==> config.mk <==
export PLATFORM = sky130hd
export DESIGN_NAME = uart_rx_fifo
export DESIGN_NICKNAME = d
export VERILOG_FILES = /design/src/rtl/uart_rx_fifo.sv
export SDC_FILE = /design/constraint.sdc
export NUM_CORES = 1
export LEC_CHECK = 0
export ABC_AREA = 1
export BUFFER_PORTS_ARGS = -buffer_cell sky130_fd_sc_hd__buf_2
export CAP_MARGIN = 10
export CORE_UTILIZATION = 46
export CTS_CLUSTER_SIZE = 16
export DETAILED_ROUTE_END_ITERATION = 6
export SLEW_MARGIN = 20
export SYNTH_ARGS = -nofsm -noshare
export SYNTH_HDL_FRONTEND = slang
export SYNTH_SLANG_ARGS = --single-unit
==> constraint.sdc <==
create_clock -name clk -period 3.3 [get_ports clk]
set_clock_uncertainty 0.05 [all_clocks]
set_input_delay 0.66 -clock clk [delete_from_list [all_inputs] [get_ports clk]]
set_output_delay 0.66 -clock clk [all_outputs]
set_load 0.01 [all_outputs]
==> src/rtl/uart_rx_fifo.sv <==
// 8N1 UART receiver feeding a show-ahead FIFO, with sticky framing and overrun flags.
// The line is resynchronised and sampled at mid-bit. Every good byte is queued for a read_en/empty consumer.
module uart_rx_fifo #(
    parameter int CLOCK_FREQ = 100_000_000,
    parameter int BAUD_RATE  = 115_200,
    parameter int DEPTH      = 16
) (
    input  logic                     clk,
    input  logic                     reset,
    input  logic                     rx,
    input  logic                     read_en,
    output logic [7:0]               read_data,
    output logic                     empty,
    output logic                     full,
    output logic [$clog2(DEPTH):0]   count,
    output logic                     frame_err,
    output logic                     overrun,
    input  logic                     clr_err
);

    localparam int CLKS_PER_BIT = CLOCK_FREQ / BAUD_RATE;
    localparam int CNT_W        = $clog2(CLKS_PER_BIT);
    localparam int PTR_W        = $clog2(DEPTH);

    localparam logic [CNT_W-1:0] BIT_END    = CNT_W'(CLKS_PER_BIT - 1);
    localparam logic [CNT_W-1:0] HALF_END   = CNT_W'(CLKS_PER_BIT / 2 - 1);
    localparam logic [PTR_W:0]   FULL_COUNT = (PTR_W + 1)'(DEPTH);

    typedef enum logic [2:0] {
        S_IDLE,
        S_START,
        S_DATA,
        S_STOP,
        S_WAIT_IDLE
    } state_t;

    logic             rx_meta_reg;
    logic             rx_s_reg;

    state_t           state_reg;
    logic [CNT_W-1:0] baud_cnt_reg;
    logic [2:0]       bit_idx_reg;
    logic [7:0]       shift_reg;
    logic             push_req_reg;
    logic             frame_err_reg;

    logic [7:0]       mem [DEPTH];
    logic [PTR_W-1:0] wr_ptr_reg;
    logic [PTR_W-1:0] rd_ptr_reg;
    logic [PTR_W:0]   count_reg;
    logic [7:0]       read_data_reg;
    logic             overrun_reg;

    logic             do_pop;
    logic             do_push;
    logic [PTR_W-1:0] rd_ptr_next;
    logic [PTR_W:0]   count_next;
    logic [7:0]       head_next;

    // Two-flop synchronizer; idles high so reset never looks like a start bit.
    always_ff @(posedge clk or negedge reset) begin
        if (!reset) begin
            rx_meta_reg <= 1'b1;
            rx_s_reg    <= 1'b1;
        end else begin
            rx_meta_reg <= rx;
            rx_s_reg    <= rx_meta_reg;
        end
    end

    always_ff @(posedge clk or negedge reset) begin
        if (!reset) begin
            state_reg     <= S_IDLE;
            baud_cnt_reg  <= '0;
            bit_idx_reg   <= '0;
            shift_reg     <= '0;
            push_req_reg  <= 1'b0;
            frame_err_reg <= 1'b0;
        end else begin
            push_req_reg <= 1'b0;
            if (clr_err) begin
                frame_err_reg <= 1'b0;
            end
            case (state_reg)
                S_IDLE: begin
                    if (!rx_s_reg) begin
                        state_reg    <= S_START;
                        baud_cnt_reg <= '0;
                    end
                end
                S_START: begin
                    if (baud_cnt_reg == HALF_END) begin
                        baud_cnt_reg <= '0;
                        if (!rx_s_reg) begin
                            state_reg   <= S_DATA;
                            bit_idx_reg <= '0;
                        end else begin
                            state_reg <= S_IDLE;
                        end
                    end else begin
                        baud_cnt_reg <= baud_cnt_reg + CNT_W'(1);
                    end
                end
                S_DATA: begin
                    if (baud_cnt_reg == BIT_END) begin
                        baud_cnt_reg           <= '0;
                        shift_reg[bit_idx_reg] <= rx_s_reg;
                        bit_idx_reg            <= bit_idx_reg + 3'd1;
                        if (bit_idx_reg == 3'd7) begin
                            state_reg <= S_STOP;
                        end
                    end else begin
                        baud_cnt_reg <= baud_cnt_reg + CNT_W'(1);
                    end
                end
                S_STOP: begin
                    if (baud_cnt_reg == BIT_END) begin
                        baud_cnt_reg <= '0;
                        if (rx_s_reg) begin
                            push_req_reg <= 1'b1;
                            state_reg    <= S_IDLE;
                        end else begin
                            // Setting overrides a same-cycle clr_err.
                            frame_err_reg <= 1'b1;
                            state_reg     <= S_WAIT_IDLE;
                        end
                    end else begin
                        baud_cnt_reg <= baud_cnt_reg + CNT_W'(1);
                    end
                end
                S_WAIT_IDLE: begin
                    if (rx_s_reg) begin
                        state_reg <= S_IDLE;
                    end
                end
                default: begin
                    state_reg <= S_IDLE;
                end
            endcase
        end
    end

    // A push into a full FIFO is only allowed when a pop frees the slot in the same cycle.
    // shift_reg holds the received byte until the next frame reaches DATA, so it feeds the write port directly.
    always_comb begin
        do_pop      = read_en && (count_reg != '0);
        do_push     = push_req_reg && ((count_reg != FULL_COUNT) || do_pop);
        rd_ptr_next = rd_ptr_reg + PTR_W'(do_pop);
        count_next  = count_reg + (PTR_W + 1)'(do_push) - (PTR_W + 1)'(do_pop);
        head_next   = mem[rd_ptr_next];
        if (do_push && (wr_ptr_reg == rd_ptr_next)) begin
            head_next = shift_reg;
        end
    end

    always_ff @(posedge clk) begin
        if (do_push) begin
            mem[wr_ptr_reg] <= shift_reg;
        end
    end

    always_ff @(posedge clk or negedge reset) begin
        if (!reset) begin
            wr_ptr_reg    <= '0;
            rd_ptr_reg    <= '0;
            count_reg     <= '0;
            read_data_reg <= '0;
            overrun_reg   <= 1'b0;
        end else begin
            rd_ptr_reg <= rd_ptr_next;
            count_reg  <= count_next;
            if (do_push) begin
                wr_ptr_reg <= wr_ptr_reg + PTR_W'(1);
            end
            // read_data holds its last value while the FIFO is empty.
            if (count_next != '0) begin
                read_data_reg <= head_next;
            end
            if (clr_err) begin
                overrun_reg <= 1'b0;
            end
            if (push_req_reg && (count_reg == FULL_COUNT) && !read_en) begin
                overrun_reg <= 1'b1;
            end
        end
    end

    assign read_data = read_data_reg;
    assign count     = count_reg;
    assign empty     = (count_reg == '0);
    assign full      = (count_reg == FULL_COUNT);
    assign frame_err = frame_err_reg;
    assign overrun   = overrun_reg;

endmodule

==> results.cfg <==
[outcome]
status = finished, final reports clean

[timing]
drv_slew = 0
setup_viol = 0
hold_viol = 0
fmax_mhz = 336.7
setup_tns_ps = 0
relSlewSlack_pct = 40.56
worstMarginPinSlew_ps = 891.6
rsz0062_at_grt = no
timing.hold.ws_ps = 274.5
fin_crit_ps = 2970
period_share_pct = 90.01

[cells_and_area]
drive_above_1_share_pct = 10.22
area_growth_pct = 12.48
mostFrequentLayoutCell = nand2_1
layout.nets = 928
mostFrequentLayoutCells = nand2_1, inv_1, nand3_1, edfxtp_1, dfrtp_1
stdcell_area_mm2 = 0.009324
antenna_cells = 0
largest_reg_flops = 128
final_util_pct = 53.35

[route]
wirelength_um = 18820
avgViaCountPerCell = 5.049
drc_errors = 0
drtAntennaViolNets = 0
drt_iter0_drc = 355
num_vias = 5781
dr.pass1.iters = 6
drt-wirelength-per-cell_um = 16.44

[floorplan]
die_w_um = 136.2
initial_core_util_pct = 47.43
row_count = 48
core_mm2 = 0.01748
dieArea_mm2 = 0.01856
die_h_um = 136.2
num_io_pins = 22

[worst_setup_path]
path_cells = inv_1, ha_1, nand2_1, o21ai_0, or2_2, nand2_1, ha_1, fa_1, xor2_1, nor3_1, nand3_2, inv_2, nand2_1, nand2_1
critPathLaunchType = register
path_buf_inv = 2
reg2regPathDepth = 14
cp_max_fo = 9
critPathMaxStageDelay_ps = 410
cp-endpoint = read_data[0]$_DFFE_PN0P_
reg2reg_from = count[2]$_DFF_PN0_
crit_top_cell = nand2_1
cp-end-kind = register
critPathLaunch = count[2]$_DFF_PN0_
worst-setup-path-type = register to register
crit_slowest_cell = dfrtp_1
cp_top_family = simple AND/OR/NAND/NOR gates
worstPathRequired_ps = 3620
arrival_ps = 3290
r2r-end = read_data[0]$_DFFE_PN0P_
r2r_slack_ps = 330
cp_num_cells = 14

[clocking]
cts-resized-gates = 0
numClockSinks = 178
cts_tree = built
clkSlewWorstSetupHoldPaths_ps = 60
post-cts-setup-buffer-count = 0
cts_inserted_buffers = 17
cts_buffer_depth = 2
clk_latency_ps = 430
cts-root-buf = clkbuf_16
postCtsHoldBufs = 0
cts_max_level = 4

[global_routing]
use_met2_pct = 34.60
grt_pass1_vias = 5565
overflow = 0
grt.busiest_layer = met2
met3_usage_pct = 4.437
global_route.usage.met1_pct = 28.67
grt_antenna_before_repair = 0
grt_start_max_net_pins = 43
grt_use_total_pct = 21.81
grt_first_pass_wirelength_um = 29570

[placement]
globalplace.congestion = 0.8809
portBuffers = 21
dp_hpwl_um = 12240
placedInstanceArea_mm2 = 0.008710

[power_and_ir_drop]
p_leak_nw = 4.135
p_total_mw = 7.318
ir_drop_v = 0.0004373
pwr_density_cell_mw_per_mm2 = 784.9

[synthesis]
ys_types = 32
synth_ff_type = edfxtp_1
synth_area_mm2 = 0.008289
synth_edf_count = 128
synth_fp_nets = 895
synth_area_leaders = edfxtp_1, dfrtp_1, nand2_1
yosysSeqAreaShare_pct = 61.49
async_flop_share_pct = 28.09
synth_top_area_cell = edfxtp_1
yosysTopAreaCellShare_pct = 46.37
synth_cells = 874
synth_seq_cells = 178
syn_area_per_cell_um2 = 9.484
ys_warn_count = 0

[run]
cap_violations = 0

[min_path]
hold_path_class = input port to register
==> metal layers <==
| layer | wire length (µm) | up-vias | share of wire (%) |
|---|---|---|---|
| met5 | 0 | - | 0 |
| met4 | 602 | 0 | 3.2 |
| met3 | 833 | 33 | 4.4 |
| met2 | 9015 | 134 | 48 |
| met1 | 8368 | 2725 | 44 |
| li1 | - | 2889 | - |
==> cells in the mapped netlist (all sizes together) (4+ instances only) <==
library cell and number:
nand2 252, inv 152, nand3 146, edfxtp 128, dfrtp 48, nor2 45
o21ai 19, buf 17, ha 15, nor3 10, xor2 10, nand4 9
clkbuf 7, a21oi 4
==> through the flow <==
stage                     cells  worst slack [ps]
final                      1145             329.8
after global routing       1145             26.68
after CTS                  1145             307.4
after detailed placement   1113             282.6
after global placement     1113             341.7
after floorplan             874             663.6
==> where the power goes <==
group          internal, mW  leakage [nW]  switching (mW)
registers              2.49          2.11          0.0893
clock network          1.20         0.300           0.861
logic                 0.863          1.72            1.81
==> how the worst min path moves through the flow <==
stage / start / to / slack, ps / cells past startpoint
after floorplan: rx_meta_reg$_DFF_PN1_ / rx_s_reg$_DFF_PN1_ / 300 / 0
after global placement: rx_meta_reg$_DFF_PN1_ / rx_s_reg$_DFF_PN1_ / 300 / 0
after detailed placement: rx_meta_reg$_DFF_PN1_ / rx_s_reg$_DFF_PN1_ / 300 / 0
after CTS: rx / rx_meta_reg$_DFF_PN1_ / 260 / 1
after global routing: rx / rx_meta_reg$_DFF_PN1_ / 250 / 1
final: rx / rx_meta_reg$_DFF_PN1_ / 270 / 1
==> cell families after synthesis <==
logic type	count (synthesis)	share of synthesized area, %
xor+xnor	12	1.268
flops	178	61.49
buf+inv	177	8.392
fa+ha+maj	16	2.506
simple gates	464	24.60
compound gates	27	1.736
==> layout make-up <==
| class | instances | area [µm²] |
|---|---|---|
| inverter | 153 | 574.3 |
| multi-input combinational | 519 | 2499 |
| sequential | 178 | 5097 |
| clock inverter | 8 | 90.09 |
| clock buffer | 24 | 524.3 |
| fill | 1614 | 8153 |
| timing repair buffer | 38 | 257.7 |
| tap | 225 | 281.5 |
Power figures use the tool's default switching activity.
